File: src/rtl/led_flash_sequencer_pkg.sv
// Shared mode encodings and step-rate derivation for the LED flash sequencer
// and the led_flasher rate math.
package led_flash_sequencer_pkg;

   localparam logic [1:0] MODE_IDLE     = 2'd0;
   localparam logic [1:0] MODE_ALL      = 2'd1;
   localparam logic [1:0] MODE_CHASE    = 2'd2;
   localparam logic [1:0] MODE_PINGPONG = 2'd3;

   // 64-bit intermediate: CLK_FREQ_HZ*1000 overflows 32 bits for real clocks
   function automatic int unsigned step_cycles(input longint clk_freq_hz,
                                               input longint step_rate_mhz);
      return 32'(clk_freq_hz * 64'sd1000 / step_rate_mhz);
   endfunction

endpackage

File: src/rtl/led_flash_sequencer_btn_debouncer.sv
// Button conditioner: 2-flop synchronizer, stability-count debouncer and
// rising-edge press detector.
module btn_debouncer #(
   parameter int DEBOUNCE_CYCLES = 500_000
) (
   input  logic clk_in,
   input  logic rst_n_in,
   input  logic btn_in,
   output logic level_o,
   output logic press_o
);

   localparam int CNT_W = (DEBOUNCE_CYCLES > 1) ? $clog2(DEBOUNCE_CYCLES) : 1;
   localparam logic [CNT_W-1:0] CNT_LAST = CNT_W'(DEBOUNCE_CYCLES - 1);

   logic             sync_p0;
   logic             sync_p1;
   logic [CNT_W-1:0] stable_cnt;

   always_ff @(posedge clk_in or negedge rst_n_in) begin
      if (!rst_n_in) begin
         sync_p0    <= 1'b0;
         sync_p1    <= 1'b0;
         stable_cnt <= '0;
         level_o    <= 1'b0;
         press_o    <= 1'b0;
      end else begin
         sync_p0 <= btn_in;
         sync_p1 <= sync_p0;
         press_o <= 1'b0;
         // Any sample matching the accepted level restarts the stability run
         if (sync_p1 != level_o) begin
            if (stable_cnt == CNT_LAST) begin
               level_o    <= sync_p1;
               press_o    <= sync_p1;
               stable_cnt <= '0;
            end else begin
               stable_cnt <= stable_cnt + 1'b1;
            end
         end else begin
            stable_cnt <= '0;
         end
      end
   end

endmodule

File: src/rtl/led_flash_sequencer.sv
// Button-driven pattern sequencer that keeps a bank of led_flasher enables in
// step with the current display pattern via single-cycle toggle pulses.
module led_flash_sequencer
   import led_flash_sequencer_pkg::*;
#(
   parameter int NUM_LEDS        = 4,
   parameter int CLK_FREQ_HZ     = 50_000_000,
   parameter int STEP_RATE_mHz   = 2000,
   parameter int DEBOUNCE_CYCLES = 500_000
) (
   input  logic                clk_in,
   input  logic                rst_n_in,
   input  logic                btn_in,
   output logic [NUM_LEDS-1:0] toggle_flash_o,
   output logic [NUM_LEDS-1:0] flash_en_o,
   output logic [1:0]          mode_o
);

   localparam int unsigned STEP_CYCLES = step_cycles(64'(CLK_FREQ_HZ), 64'(STEP_RATE_mHz));
   localparam int STEP_W = $clog2(STEP_CYCLES);
   localparam logic [STEP_W-1:0] STEP_LAST = STEP_W'(STEP_CYCLES - 1);
   localparam int POS_W = (NUM_LEDS > 1) ? $clog2(NUM_LEDS) : 1;
   localparam logic [POS_W-1:0] LAST_POS = POS_W'(NUM_LEDS - 1);

   logic                btn_level;
   logic                btn_press;
   logic                press;
   logic [1:0]          mode;
   logic [STEP_W-1:0]   step_cnt;
   logic                running;
   logic                step;
   logic [POS_W-1:0]    pos;
   logic [POS_W-1:0]    pos_next;
   logic                dir_down;
   logic                dir_next;
   logic [NUM_LEDS-1:0] target_p0;
   logic [NUM_LEDS-1:0] shadow_p1;
   logic [NUM_LEDS-1:0] toggle_p1;

   btn_debouncer #(
      .DEBOUNCE_CYCLES(DEBOUNCE_CYCLES)
   ) u_btn_debouncer (
      .clk_in  (clk_in),
      .rst_n_in(rst_n_in),
      .btn_in  (btn_in),
      .level_o (btn_level),
      .press_o (btn_press)
   );

   assign press   = btn_press & btn_level;
   assign running = (mode == MODE_CHASE) || (mode == MODE_PINGPONG);
   assign step    = running && (step_cnt == STEP_LAST);

   always_comb begin
      pos_next = pos;
      dir_next = dir_down;
      if (mode == MODE_CHASE) begin
         pos_next = (pos == LAST_POS) ? '0 : pos + 1'b1;
      end else if (NUM_LEDS > 1) begin
         // Flip on arrival at an end so the end position is shown only once
         pos_next = dir_down ? pos - 1'b1 : pos + 1'b1;
         if ((pos_next == LAST_POS) || (pos_next == '0)) dir_next = ~dir_down;
      end
   end

   always_ff @(posedge clk_in or negedge rst_n_in) begin
      if (!rst_n_in) begin
         mode     <= MODE_IDLE;
         step_cnt <= '0;
         pos      <= '0;
         dir_down <= 1'b0;
      end else if (press) begin
         mode     <= mode + 1'b1;
         step_cnt <= '0;
         pos      <= '0;
         dir_down <= 1'b0;
      end else if (running) begin
         if (step) begin
            step_cnt <= '0;
            pos      <= pos_next;
            dir_down <= dir_next;
         end else begin
            step_cnt <= step_cnt + 1'b1;
         end
      end
   end

   // Stage p0: target mask decoded from mode and position
   always_comb begin
      target_p0 = '0;
      case (mode)
         MODE_ALL:                  target_p0 = '1;
         MODE_CHASE, MODE_PINGPONG: target_p0 = NUM_LEDS'(1) << pos;
         default:                   target_p0 = '0;
      endcase
   end

   // Stage p1: shadow of flasher enables; toggle pulses for every changed bit
   always_ff @(posedge clk_in or negedge rst_n_in) begin
      if (!rst_n_in) begin
         shadow_p1 <= '0;
         toggle_p1 <= '0;
      end else begin
         toggle_p1 <= target_p0 ^ shadow_p1;
         shadow_p1 <= target_p0;
      end
   end

   assign toggle_flash_o = toggle_p1;
   assign flash_en_o     = shadow_p1;
   assign mode_o         = mode;

endmodule

File: config.mk
export PLATFORM = sky130hd
export DESIGN_NAME = led_flash_sequencer
export DESIGN_NICKNAME = d
export VERILOG_FILES = /design/src/rtl/led_flash_sequencer_pkg.sv /design/src/rtl/led_flash_sequencer_btn_debouncer.sv /design/src/rtl/led_flash_sequencer.sv
export SDC_FILE = /design/constraint.sdc
export NUM_CORES = 1
export LEC_CHECK = 0
export ABC_AREA = 1
export BUFFER_PORTS_ARGS = -buffer_cell sky130_fd_sc_hd__clkbuf_2
export CAP_MARGIN = 0
export CORE_UTILIZATION = 58
export CTS_BUF_LIST = sky130_fd_sc_hd__clkbuf_8
export DETAILED_ROUTE_END_ITERATION = 16
export PLACE_DENSITY = 0.78
export SLEW_MARGIN = 20
export SYNTH_ARGS = -nofsm -noshare
export SYNTH_HDL_FRONTEND = slang
export SYNTH_SLANG_ARGS = --single-unit
File: constraint.sdc
create_clock -name clk_in -period 1.8 [get_ports clk_in]
set_clock_uncertainty 0.2 [all_clocks]
set_input_delay 0.09 -clock clk_in [delete_from_list [all_inputs] [get_ports clk_in]]
set_output_delay 0.09 -clock clk_in [all_outputs]
set_load 0.01 [all_outputs]
==> impl_metrics.sql, run 1 <==
INSERT INTO impl_metrics (metric_group, metric, value, unit) VALUES
('clock_network', 'cts-root-to-sink-buffers', '2', ''),
('timing', 'worst_slew_margin_rel', '68.1', '%'),
('critical_path', 'r2r.worst_path.cells', '12', ''),
('critical_path', 'critPathRequiredTime', '1850', 'ps'),
('placed_design', 'routabilityCongestion', '0.843', ''),
('placed_design', 'dp_hpwl', '5180', 'microns'),
('clock_network', 'htreeDepth', '3', ''),
('timing', 'fmax', '527', 'MHz'),
('timing', 'post-route-period-util', '106', '%'),
('floorplanning', 'io_pins', '13', ''),
('critical_path', 'dominant_cell_type_by_count_on_the_critical_path', 'sky130_fd_sc_hd__nand2_1', ''),
('finish', 'layout_fillers', '383', ''),
('timing', 'setup_viol', '28', ''),
('floorplanning', 'floorplan_die_width', '78.5', 'microns'),
('critical_path', 'critical_path.slowest_cell', 'sky130_fd_sc_hd__dfrtp_1', ''),
('min_path', 'hold_path_class', 'input port to asynchronous set/reset pin', ''),
('finish', 'final_cell_count_no_fill', '565', ''),
('synth', 'ys_seq_area_share', '45.0', '%'),
('clock_network', 'clkLatencyLatePin', '360', 'ps'),
('synth', 'synthesis.area_per_instance', '7.70', 'sq um'),
('synth', 'synth.cell_area', '3390', 'sq um'),
('placed_design', 'port_buffers', '12', ''),
('floorplanning', 'start_util', '60.9', '%'),
('detailed_routing', 'route.detailed.wl_per_inst', '13.9', 'microns'),
('critical_path', 'worstReg2RegEnd', 'dir_down', ''),
('timing', 'finalHoldViolCount', '0', ''),
('power', 'power_per_cell_area', '664', 'nW/um^2'),
('power', 'power.switching', '0.689', 'mW'),
('global_routing', 'largest_net_degree_at_the_start_of_global_routing', '62', ''),
('clock_network', 'cts_buffers', '9', ''),
('synth', 'synth-warning-count', '0', ''),
('global_routing', 'global_route.usage.met3', '4.42', '%'),
('finish', 'area_growth', '21.7', '%'),
('finish', 'layout-drive-gt1-share', '21.5', '%'),
('finish', 'fin_area', '4130', 'sq um'),
('finish', 'finish.utilization', '74.1', '%'),
('floorplanning', 'rows', '27', ''),
('critical_path', 'path_class', 'flop to flop', ''),
('timing', 'timing.final.crit_period', '1900', 'ps'),
('power', 'internal-power', '2.06', 'mW'),
('critical_path', 'setup.reg_to_reg.worst_slack', '-100', 'ps'),
('timing', 'rsz0062_at_grt', 'true', ''),
('detailed_routing', 'firstDrtPassIters', '7', ''),
('power', 'pwr-share-clk', '47.4', '%'),
('floorplanning', 'die_footprint', '6160', 'sq um'),
('synth', 'ys_ff_latch', '61', ''),
('synth', 'top_cell_type_s_share_of_synthesized_area', '45.0', '%'),
('detailed_routing', 'dr_total_vias', '3021', ''),
('critical_path', 'timing.critical_path.max_delay_family', 'simple AND/OR/NAND/NOR gates', ''),
('synth', 'synthDistinctLibCells', '29', ''),
('power', 'tot_pwr', '2.74', 'mW'),
('critical_path', 'crit_path_max_fanout', '6', ''),
('detailed_routing', 'final_antenna_net_count', '0', ''),
('critical_path', 'critical_path.reg2reg.startpoint', 'mode_o[0]', ''),
('finish', 'diodes', '0', ''),
('critical_path', 'cp_num_cells', '12', ''),
('power', 'p_seq_share', '50.3', '%'),
('clock_network', 'cts_tree', 'done', ''),
('critical_path', 'worstPathBufferInverterCount', '2', ''),
('outcome', 'result_of_the_run', 'complete, but fails checks', ''),
('critical_path', 'timing.critical_path.from', 'mode_o[0]', ''),
('flow_run', 'timing.max_cap.violations', '0', ''),
('synth', 'mappedNetlistNets', '452', ''),
('placed_design', 'placedCellCount', '540', ''),
('timing', 'post-route-worst-setup-slack', '-99.3', 'ps'),
('global_routing', 'global_route.usage.met1', '32.1', '%'),
('timing', 'max_slew.worst_pin.slew', '475', 'ps'),
('global_routing', 'globalRouteTotalUtil', '26.8', '%'),
('global_routing', 'grt-ovfl-total', '0', ''),
('outcome', 'violations', 'negative setup slack', ''),
('clock_network', 'clk_transition_reported_paths', '90', 'ps');
==> layout by cell type (no fill, tap or decap), types with 2 or more instances in the layout <==
cell | synthesis | layout
sky130_fd_sc_hd__nor3b_1 | 3 | 3
sky130_fd_sc_hd__o21ai_0 | 7 | 6
sky130_fd_sc_hd__nand2_2 | 2 | 4
sky130_fd_sc_hd__nand2_1 | 107 | 104
sky130_fd_sc_hd__nand3_4 | 2 | 2
sky130_fd_sc_hd__ha_4 | 0 | 2
sky130_fd_sc_hd__nor3_1 | 17 | 10
sky130_fd_sc_hd__inv_1 | 61 | 59
sky130_fd_sc_hd__nand3_1 | 23 | 23
sky130_fd_sc_hd__a21oi_2 | 0 | 2
sky130_fd_sc_hd__ha_1 | 8 | 4
sky130_fd_sc_hd__buf_6 | 2 | 3
sky130_fd_sc_hd__xor2_1 | 18 | 18
sky130_fd_sc_hd__nand4_1 | 13 | 13
sky130_fd_sc_hd__o21ai_1 | 1 | 2
sky130_fd_sc_hd__dfrtp_1 | 61 | 61
sky130_fd_sc_hd__dlygate4sd3_1 | 0 | 2
sky130_fd_sc_hd__ha_2 | 0 | 2
sky130_fd_sc_hd__buf_4 | 1 | 20
sky130_fd_sc_hd__clkbuf_8 | 0 | 9
sky130_fd_sc_hd__nor2_2 | 7 | 11
sky130_fd_sc_hd__clkinv_4 | 0 | 3
sky130_fd_sc_hd__nand2_4 | 2 | 3
sky130_fd_sc_hd__nor2_4 | 5 | 12
sky130_fd_sc_hd__a21oi_1 | 12 | 10
sky130_fd_sc_hd__clkbuf_2 | 0 | 12
sky130_fd_sc_hd__inv_2 | 2 | 3
sky130_fd_sc_hd__nor3_2 | 1 | 7
sky130_fd_sc_hd__a31oi_1 | 2 | 2
sky130_fd_sc_hd__nor2_1 | 77 | 66
sky130_fd_sc_hd__and3_1 | 2 | 2
==> worst register-to-register path, stage by stage, from the launching register on <==
cell	delay (ps)
sky130_fd_sc_hd__dfrtp_1	440
sky130_fd_sc_hd__inv_2	110
sky130_fd_sc_hd__ha_4	160
sky130_fd_sc_hd__nor2_4	50
sky130_fd_sc_hd__nor2_1	130
sky130_fd_sc_hd__nand2_1	130
sky130_fd_sc_hd__nor2_4	130
sky130_fd_sc_hd__nand2_2	80
sky130_fd_sc_hd__nand2_4	120
sky130_fd_sc_hd__buf_6	120
sky130_fd_sc_hd__nand2_2	30
sky130_fd_sc_hd__nand2_1	40
sky130_fd_sc_hd__nand2_1	50
==> cells in the mapped netlist, drive strengths merged <==
cell,number
nand2,111
nor2,89
inv,63
dfrtp,61
nand3,26
nor3,18
xor2,18
nand4,14
a21oi,12
ha,8
o21ai,8
buf,3
nor3b,3
a31oi,2
and3,2
nand3b,1
nor4,1
o21bai,1
==> registers in the layout, indices dropped and copies added (netlist names) <==
signal,count
step_cnt,25
u_btn_debouncer.stable_cnt,19
dir_down,1
u_btn_debouncer.level_o,1
mode_o,2
u_btn_debouncer.sync_p1,1
u_btn_debouncer.press_o,1
u_btn_debouncer.sync_p0,1
flash_en_o,4
toggle_flash_o,4
pos,2
==> how the worst min path moves through the flow <==
| stage | depth (start not counted) | end | start |
|---|---|---|---|
| after floorplan | 0 | dir_down | rst_n_in |
| after global placement | 2 | toggle_flash_o[2] | rst_n_in |
| final | 3 | flash_en_o[2] | rst_n_in |
| after CTS | 3 | toggle_flash_o[2] | rst_n_in |
| after detailed placement | 2 | toggle_flash_o[2] | rst_n_in |
| after global routing | 3 | flash_en_o[2] | rst_n_in |
==> stage by stage <==
step | setup TNS, ps | hold WS [ps]
2_1_floorplan | 0 | -406
3_3_place_gp | 0 | -70.5
3_5_place_dp | 0 | -72.2
4_1_cts | 0 | 80.0
5_1_grt | -3360 | 123
6_report | -1480 | 62.3
==> layout make-up <==
type	instances	area (sq um)	share of cell area, %
Clock inverter	7	83.8	2.03
Timing Repair Buffer	39	299	7.24
Sequential cell	61	1530	36.9
Clock buffer	9	124	3.00
Inverter	63	239	5.78
Tap cell	72	90.1	2.18
Multi-Input combinational cell	314	1770	42.8
==> layer usage <==
metal | part of all wire (%) | vias to the layer above | wire, microns
li1 | - | 1485 | -
met1 | 41 | 1423 | 3260
met2 | 52 | 88 | 4060
met3 | 4.1 | 25 | 322
met4 | 2.9 | 0 | 231
met5 | 0 | - | 0
==> cells by family after synthesis <==
logic type	count (synthesis)	share of synthesized area [%]
buffers and inverters	66	7.85
adder cells (fa/ha/maj)	8	2.95
XOR/XNOR	18	4.64
flip-flops	61	45.0
AO/OA/AOI/OAI	23	3.54
AND/OR/NAND/NOR	265	36.0
==> what timing repair did <==
item / CTS / global route
endpoints found under the setup margin: 15 / 37
endpoints found under the hold margin: 62 / 0
pin swaps: 2 / 8
gates resized for setup: 7 / 43
hold buffers: 2 / 0
cloned: 0 / 1
setup buffers: 0 / 6
==> power groups by stage <==
| stage | Combinational, mW | Sequential (mW) | Clock, mW |
|---|---|---|---|
| after global placement | 0.0574 | 1.41 | 0 |
| after CTS | 0.0617 | 1.38 | 1.30 |
| final | 0.0630 | 1.38 | 1.30 |
| after detailed placement | 0.0583 | 1.41 | 0 |
| after global routing | 0.0742 | 1.38 | 1.37 |
| after floorplan | 0.0183 | 1.41 | 0 |
Power figures use the tool's default switching activity.
==> run 2: changes to the inputs <==
==> constraint.sdc (replaced) <==
create_clock -name clk_in -period 1.8 [get_ports clk_in]
set_clock_uncertainty 0.2 [all_clocks]
set_input_delay 0.27 -clock clk_in [delete_from_list [all_inputs] [get_ports clk_in]]
set_output_delay 0.27 -clock clk_in [all_outputs]
set_load 0.01 [all_outputs]
==> run 2 against run 1 <==
  * The run still ends with negative setup slack left
  * Non-clock buffer count grew 3
  * Critical path depth shrank 2
  * Core utilization shrank 1.7 points
  * Power shrank 5.4%
  * Via count shrank 1.9%
  * First-iteration DRC count shrank 26%
  * Design area shrank 2.3%
  * Die area is the same
  * Routed wire length shrank 5.3%
  * Critical endpoint is now pos[1]
  * Largest cell class unchanged
==> impl_metrics.sql, run 2 (synthesized netlist as in run 1, its figures left out) <==
INSERT INTO impl_metrics (metric_group, metric, value, unit) VALUES
('clock_network', 'numClockSinks', '61', ''),
('clock_network', 'htreeDepth', '3', ''),
('finish', 'layout-drive-gt1-share', '19.8', '%'),
('detailed_routing', 'drcViolationCount', '0', ''),
('detailed_routing', 'final_routed_wirelength_across_all_metal_layers', '7460', 'microns'),
('critical_path', 'critPathArrivalTime', '1970', 'ps'),
('global_routing', 'largest_net_degree_at_the_start_of_global_routing', '62', ''),
('critical_path', 'timing.critical_path.max_delay_family', 'simple AND/OR/NAND/NOR gates', ''),
('timing', 'max_slew.worst_pin.slew', '498', 'ps'),
('outcome', 'result_of_the_run', 'complete, but fails checks', ''),
('clock_network', 'cts-root-buf', 'sky130_fd_sc_hd__clkbuf_8', ''),
('clock_network', 'cts_tree', 'done', ''),
('floorplanning', 'rows', '27', ''),
('min_path', 'hold_path_class', 'flop to flop', ''),
('timing', 'setup-tns-final', '-944', 'ps'),
('placed_design', 'port_buffers', '12', ''),
('finish', 'diodes', '0', ''),
('floorplanning', 'die_footprint', '6160', 'sq um'),
('clock_network', 'cts-root-to-sink-buffers', '2', ''),
('critical_path', 'timing.critical_path.slowest_cell_delay', '450', 'ps'),
('floorplanning', 'start_util', '60.9', '%'),
('critical_path', 'critical_path.startpoint_type', 'flop', ''),
('finish', 'final_cell_count_no_fill', '568', ''),
('critical_path', 'path_class', 'flop to flop', ''),
('detailed_routing', 'dr_total_vias', '2965', ''),
('timing', 'setup_viol', '21', ''),
('outcome', 'violations', 'negative setup slack', ''),
('global_routing', 'grt-ovfl-total', '0', ''),
('flow_run', 'timing.max_cap.violations', '0', ''),
('finish', 'area_growth', '18.9', '%'),
('timing', 'worst_slew_margin_rel', '66.5', '%'),
('clock_network', 'clk_transition_reported_paths', '90', 'ps'),
('placed_design', 'dp_hpwl', '5090', 'microns'),
('finish', 'reg_top3', 'step_cnt x25, u_btn_debouncer.stable_cnt x19', ''),
('power', 'power_per_cell_area', '643', 'nW/um^2'),
('power', 'power.ir.vdd_worst', '0.000493', 'V'),
('timing', 'timing.final.crit_period', '1920', 'ps'),
('timing', 'rsz0062_at_grt', 'true', ''),
('floorplanning', 'area_of_the_core', '5570', 'sq um'),
('detailed_routing', 'detail_route.vias_per_cell', '5.22', ''),
('finish', 'largest_reg_flops', '25', ''),
('clock_network', 'clkLatencyLatePin', '360', 'ps'),
('power', 'p_leak', '1.93', 'nW'),
('finish', 'regMostFlops', 'step_cnt', ''),
('floorplanning', 'die-height', '78.5', 'microns'),
('detailed_routing', 'route.detailed.wl_per_inst', '13.1', 'microns'),
('finish', 'final_cell_mix', '101 x sky130_fd_sc_hd__nand2_1, 71 x sky130_fd_sc_hd__nor2_1, 61 x sky130_fd_sc_hd__dfrtp_1', ''),
('global_routing', 'globalRouteTotalUtil', '26.4', '%'),
('critical_path', 'crit_path_max_fanout', '7', ''),
('timing', 'holdWs', '151', 'ps'),
('critical_path', 'crit_path_cell_trace', 'ha_2, nor2_2, nor2_1, nand2_1, nor2_2, nand2_2, nand2_4, clkinvlp_4, nand2_1, nand2_1', ''),
('detailed_routing', 'firstDrtPassIters', '5', ''),
('clock_network', 'cts_buffers', '9', ''),
('global_routing', 'grt_antenna_before_repair', '0', ''),
('timing', 'finalMaxSlewViolations', '0', ''),
('timing', 'finalHoldViolCount', '0', ''),
('timing', 'fmax', '521', 'MHz'),
('critical_path', 'critical_path.slowest_cell', 'sky130_fd_sc_hd__dfrtp_1', ''),
('global_routing', 'global_route_wire_length_before_repair', '12600', 'microns'),
('global_routing', 'grt_pass1_vias', '2892', ''),
('critical_path', 'worstPathBufferInverterCount', '1', ''),
('detailed_routing', 'drt_first_iter_violations', '182', ''),
('finish', 'finalNetCount', '502', ''),
('critical_path', 'end_kind', 'flop', ''),
('placed_design', 'routabilityCongestion', '0.852', ''),
('placed_design', 'placedCellCount', '539', ''),
('critical_path', 'dominant_cell_type_by_count_on_the_critical_path', 'sky130_fd_sc_hd__nand2_1', ''),
('timing', 'post-route-period-util', '107', '%'),
('critical_path', 'setup.reg_to_reg.worst_slack', '-120', 'ps'),
('floorplanning', 'floorplan_die_width', '78.5', 'microns'),
('finish', 'final_common_cell', 'sky130_fd_sc_hd__nand2_1', ''),
('floorplanning', 'io_pins', '13', ''),
('critical_path', 'critPathRequiredTime', '1840', 'ps'),
('detailed_routing', 'final_antenna_net_count', '0', ''),
('timing', 'post-route-worst-setup-slack', '-121', 'ps');
run 2: cell types whose count changed in the layout (fill, tap and decap cells not counted), moves of 2 or more:
| cell | before | now |
|---|---|---|
| sky130_fd_sc_hd__nand2_1 | 104 | 101 |
| sky130_fd_sc_hd__nor3_1 | 10 | 16 |
| sky130_fd_sc_hd__nor2_1 | 66 | 71 |
| sky130_fd_sc_hd__a21oi_1 | 10 | 12 |
| sky130_fd_sc_hd__a21oi_2 | 2 | 0 |
| sky130_fd_sc_hd__buf_4 | 20 | 25 |
| sky130_fd_sc_hd__inv_6 | 1 | 3 |
| sky130_fd_sc_hd__nand2_2 | 4 | 7 |
| sky130_fd_sc_hd__clkinv_4 | 3 | 1 |
| sky130_fd_sc_hd__clkinvlp_4 | 1 | 4 |
| sky130_fd_sc_hd__nor2_4 | 12 | 8 |
| sky130_fd_sc_hd__nor3_2 | 7 | 2 |
run 2: through the flow:
step	power [mW]	worst slack, ps	area (sq um)	util [%]
2_1_floorplan	1.43	25.1	3390	-
3_3_place_gp	1.47	39.0	3650	65.6
3_5_place_dp	1.47	7.20	3650	65.6
4_1_cts	2.59	-32.5	3860	69.2
5_1_grt	2.67	-239	4040	72.4
6_report	2.59	-121	4040	72.4
run 2: worst register-to-register path, delay by kind of cell (launching register included):
family / cells / cell delay (ps)
AND/OR/NAND/NOR: 8 / 740
flip-flops: 1 / 450
buffers and inverters: 1 / 180
adder cells (fa/ha/maj): 1 / 230
run 2: report_power, final:
group          internal [mW]  switching [mW]  leakage, nW
Clock                  0.515           0.638       0.0829
Sequential              1.38         0.00476        0.845
Combinational         0.0171          0.0434        0.997
run 2: metal layers:
metal	part of all wire (%)	track usage [%]
met1	43	32.8
met2	52	44.8
met3	3.6	4.30
met4	2.2	12.2
met5	0	0
run 2: final timing paths:
path                       depth (start not counted)                            end                     from
setup / recovery                                  10                         pos[1]                mode_o[1]
hold / removal                                     0        u_btn_debouncer.sync_p1  u_btn_debouncer.sync_p0
setup reg to reg                                  10                         pos[1]                mode_o[1]
hold reg to reg                                    0        u_btn_debouncer.sync_p1  u_btn_debouncer.sync_p0
max in group asynchronous                          3  u_btn_debouncer.stable_cnt[2]                 rst_n_in
min in group asynchronous                          3                    step_cnt[5]                 rst_n_in
run 2: repair_timing:
action	CTS	global route
buffers inserted	0	11
gates resized for setup	0	28
pin swaps	0	12
endpoints found under the hold margin	62	0
setup endpoints to repair	10	39
hold buffers	2	0
run 2: cell type report:
class	instances	area [sq um]
inverters	63	243
fillers	428	1540
repair buffers	42	310
multi-input cells	314	1690
clock inverters	7	57.6
well taps	72	90.1
clock buffers	9	124
flip-flops and latches	61	1530
==> run 3: changes to the inputs <==
--- a/config.mk
+++ b/config.mk
@@ -5,13 +5,12 @@
 export SDC_FILE = /design/constraint.sdc
 export NUM_CORES = 1
 export LEC_CHECK = 0
-export ABC_AREA = 1
 export BUFFER_PORTS_ARGS = -buffer_cell sky130_fd_sc_hd__clkbuf_2
 export CAP_MARGIN = 0
-export CORE_UTILIZATION = 58
+export CORE_UTILIZATION = 57
 export CTS_BUF_LIST = sky130_fd_sc_hd__clkbuf_8
 export DETAILED_ROUTE_END_ITERATION = 16
-export PLACE_DENSITY = 0.78
+export PLACE_DENSITY = 0.77
 export SLEW_MARGIN = 20
 export SYNTH_ARGS = -nofsm -noshare
 export SYNTH_HDL_FRONTEND = slang
==> run 3 against run 2 <==
  * The flow still finishes with violations (negative setup slack)
  * Critical path depth is 3 lower
  * Count of clock-buffer cells in the layout rose by 2
  * Power shrank 0.39%
  * Combinational power up 33%
  * Worst setup slack got worse by 310 ps
  * Via count rose by 0.44%
  * Fmax is 14% lower
  * Cell count shrank 13%
  * Sequential cell count did not move
  * Worst hold slack got worse by 0.84 ps
  * Critical endpoint is now step_cnt[20]
  * Largest cell class unchanged
  * Largest power group unchanged
==> impl_metrics.sql, run 3 <==
INSERT INTO impl_metrics (metric_group, metric, value, unit) VALUES
('critical_path', 'r2r.worst_path.cells', '7', ''),
('finish', 'area_growth', '39.7', '%'),
('clock_network', 'cts-root-buf', 'sky130_fd_sc_hd__clkbuf_8', ''),
('flow_run', 'timing.max_cap.violations', '0', ''),
('synth', 'synthesis.area_per_instance', '9.96', 'sq um'),
('finish', 'final_cell_mix', '82 x sky130_fd_sc_hd__buf_4, 59 x sky130_fd_sc_hd__dfrtp_1, 30 x sky130_fd_sc_hd__nand2_1', ''),
('critical_path', 'crit_path_max_fanout', '6', ''),
('outcome', 'result_of_the_run', 'complete, but fails checks', ''),
('detailed_routing', 'drcViolationCount', '0', ''),
('synth', 'post_synth_main_area_contributors', 'sky130_fd_sc_hd__dfrtp_1 50%, sky130_fd_sc_hd__xnor2_1 4.8%, sky130_fd_sc_hd__xor2_1 4.3%', ''),
('floorplanning', 'area_of_the_core', '5140', 'sq um'),
('min_path', 'min_to', 'u_btn_debouncer.sync_p1', ''),
('min_path', 'hold_path_class', 'flop to flop', ''),
('critical_path', 'critical_path.startpoint_type', 'flop', ''),
('synth', 'ys_ff_latch', '61', ''),
('clock_network', 'htreeDepth', '3', ''),
('critical_path', 'path_class', 'flop to flop', ''),
('timing', 'finalHoldViolCount', '0', ''),
('detailed_routing', 'final_routed_wirelength_across_all_metal_layers', '8550', 'microns'),
('timing', 'timing.final.crit_period', '2240', 'ps'),
('clock_network', 'cts_buffers', '9', ''),
('detailed_routing', 'final_antenna_net_count', '0', ''),
('min_path', 'worstHoldStart', 'u_btn_debouncer.sync_p0', ''),
('clock_network', 'clk_transition_reported_paths', '70', 'ps'),
('synth', 'synth_area_leader_cell', 'sky130_fd_sc_hd__dfrtp_1', ''),
('critical_path', 'worstReg2RegEnd', 'step_cnt[20]', ''),
('synth', 'synth_commonest_cells', '61 x sky130_fd_sc_hd__dfrtp_1, 31 x sky130_fd_sc_hd__nor2_1, 30 x sky130_fd_sc_hd__nand2_1', ''),
('critical_path', 'setup.reg_to_reg.worst_slack', '-440', 'ps'),
('floorplanning', 'die_footprint', '5700', 'sq um'),
('placed_design', 'routabilityCongestion', '0.890', ''),
('timing', 'rsz0062_at_grt', 'true', ''),
('synth', 'ys_seq_area_share', '49.6', '%'),
('timing', 'fmax', '447', 'MHz'),
('synth', 'synth-warning-count', '0', ''),
('timing', 'post-route-period-util', '124', '%'),
('global_routing', 'grt_antenna_before_repair', '0', ''),
('placed_design', 'dp_hpwl', '5000', 'microns'),
('synth', 'synth.cell_area', '3080', 'sq um'),
('power', 'p_leak', '1.91', 'nW'),
('finish', 'fin_area', '4300', 'sq um'),
('clock_network', 'numClockSinks', '61', ''),
('clock_network', 'cts-root-to-sink-buffers', '2', ''),
('synth', 'mappedNetlistNets', '320', ''),
('synth', 'post-synth-top-count-cell', 'sky130_fd_sc_hd__dfrtp_1', ''),
('floorplanning', 'die-height', '75.5', 'microns'),
('power', 'tot_pwr', '2.58', 'mW'),
('power', 'power.ir.vdd_worst', '0.000529', 'V'),
('critical_path', 'critical_path.reg2reg.startpoint', 'mode_o[0]', ''),
('placed_design', 'port_buffers', '12', ''),
('timing', 'post-route-worst-setup-slack', '-435', 'ps'),
('timing', 'finalMaxSlewViolations', '0', ''),
('finish', 'finalNetCount', '429', ''),
('outcome', 'violations', 'negative setup slack', ''),
('floorplanning', 'start_util', '59.9', '%'),
('global_routing', 'grt_pass1_vias', '2995', ''),
('finish', 'final_common_cell', 'sky130_fd_sc_hd__buf_4', ''),
('detailed_routing', 'detail_route.vias_per_cell', '6.04', ''),
('global_routing', 'global_route_wire_length_before_repair', '14000', 'microns'),
('detailed_routing', 'drt_first_iter_violations', '262', ''),
('min_path', 'min_path_cells', '0', ''),
('synth', 'top_cell_type_s_share_of_synthesized_area', '49.6', '%'),
('synth', 'synth_top_flop_cell', 'sky130_fd_sc_hd__dfrtp_1', ''),
('floorplanning', 'rows', '26', ''),
('synth', 'async_flop_share', '100', '%'),
('timing', 'worst_slew_margin_rel', '73.0', '%'),
('timing', 'setup_viol', '48', ''),
('critical_path', 'critPathRequiredTime', '1820', 'ps'),
('global_routing', 'globalRouteTotalUtil', '33.5', '%'),
('placed_design', 'post_dp_cell_area', '3870', 'sq um'),
('global_routing', 'grt-ovfl-total', '0', ''),
('detailed_routing', 'firstDrtPassIters', '5', ''),
('global_routing', 'largest_net_degree_at_the_start_of_global_routing', '62', ''),
('finish', 'reg_top3', 'step_cnt x25, u_btn_debouncer.stable_cnt x19', ''),
('critical_path', 'end_kind', 'flop', ''),
('finish', 'layout-drive-gt1-share', '39.2', '%'),
('detailed_routing', 'dr_total_vias', '2978', ''),
('synth', 'postSynthCellCount', '309', ''),
('timing', 'max_slew.worst_pin.slew', '399', 'ps'),
('clock_network', 'clkLatencyLatePin', '350', 'ps'),
('critical_path', 'critPathArrivalTime', '2260', 'ps'),
('synth', 'synthDistinctLibCells', '41', ''),
('power', 'power_per_cell_area', '601', 'nW/um^2'),
('clock_network', 'cts_tree', 'done', ''),
('detailed_routing', 'route.detailed.wl_per_inst', '17.3', 'microns'),
('floorplanning', 'io_pins', '13', ''),
('floorplanning', 'floorplan_die_width', '75.5', 'microns'),
('finish', 'largest_reg_flops', '25', ''),
('synth', 'synth_edf_count', '0', ''),
('finish', 'regMostFlops', 'step_cnt', ''),
('finish', 'diodes', '0', '');
-- run 3: cell count changes after synthesis, moves of 10 or more --
cell / before / now
sky130_fd_sc_hd__o31ai_1: 0 / 10
sky130_fd_sc_hd__nor3_1: 17 / 6
sky130_fd_sc_hd__inv_1: 61 / 6
sky130_fd_sc_hd__nor2_1: 77 / 31
sky130_fd_sc_hd__xnor2_1: 0 / 17
sky130_fd_sc_hd__nand2_1: 107 / 30
sky130_fd_sc_hd__or4_1: 0 / 11
-- run 3: critical path, stage by stage (launching register included) --
cell                       delay (ps)
sky130_fd_sc_hd__dfrtp_2          440
sky130_fd_sc_hd__inv_2             80
sky130_fd_sc_hd__ha_4             140
sky130_fd_sc_hd__o211ai_1         110
sky130_fd_sc_hd__or4b_4           580
sky130_fd_sc_hd__o21ai_4          320
sky130_fd_sc_hd__buf_6            190
sky130_fd_sc_hd__a21oi_2           50
-- run 3: per-layer routing --
layer | track usage (%) | vias to the layer above | share of wire [%]
li1 | - | 1343 | -
met1 | 39.1 | 1436 | 40
met2 | 56.3 | 155 | 50
met3 | 9.66 | 44 | 6.1
met4 | 17.1 | 0 | 3.8
met5 | 0 | - | 0
-- run 3: logic make-up (layout without fill, tap and decap cells) --
family,Yosys count,in the layout,synth area share (%)
muxes,2,2,0.691
adders and majority gates,8,8,3.25
xor gates and xnor gates,32,32,9.11
AOI/OAI and AO/OA,48,48,9.84
buffers and inverters,13,127,2.03
and+or+nand+nor,145,145,25.5
DFF,61,61,49.6
-- run 3: what timing repair did --
action,CTS,global route
endpoints found under the setup margin,48,48
cloned,1,0
hold buffers,2,0
hold endpoints to repair,62,0
pin swaps,19,3
buffers inserted,4,3
gates resized for setup,33,16
-- run 3: worst max path at each step --
stage / from / to / slack, ps
finish: mode_o[0] / step_cnt[20] / -440
global route: mode_o[0] / step_cnt[22] / -480
CTS: mode_o[0] / pos[0] / -410
detailed placement: mode_o[0] / pos[0] / -490
global placement: mode_o[0] / pos[0] / -400
floorplan: mode_o[0] / pos[1] / -460
-- run 3: final cells by class --
cell class / instances / area, sq um
Fill cell: 262 / 841
Inverter: 6 / 22.5
Multi-Input combinational cell: 235 / 1670
Sequential cell: 61 / 1530
Timing Repair Buffer: 105 / 815
Tap cell: 70 / 87.6
Clock buffer: 11 / 151
Clock inverter: 5 / 26.3
-- run 3: per-stage QoR --
step	cells	worst slack, ps	utilization [%]	hold WS (ps)	TNS (ps)
final	493	-435	83.6	150	-18520
after detailed placement	467	-489	75.3	106	-17990
after global placement	467	-399	75.3	103	-16140
after CTS	490	-411	82.4	151	-17670
after global routing	493	-483	83.6	162	-20400
after floorplan	309	-457	-	-226	-18250
-- run 3: report_power, final --
part | switching (mW) | leakage (nW) | internal, mW
registers | 0.00535 | 0.842 | 1.38
logic | 0.0499 | 0.972 | 0.0304
clock network | 0.559 | 0.0963 | 0.562
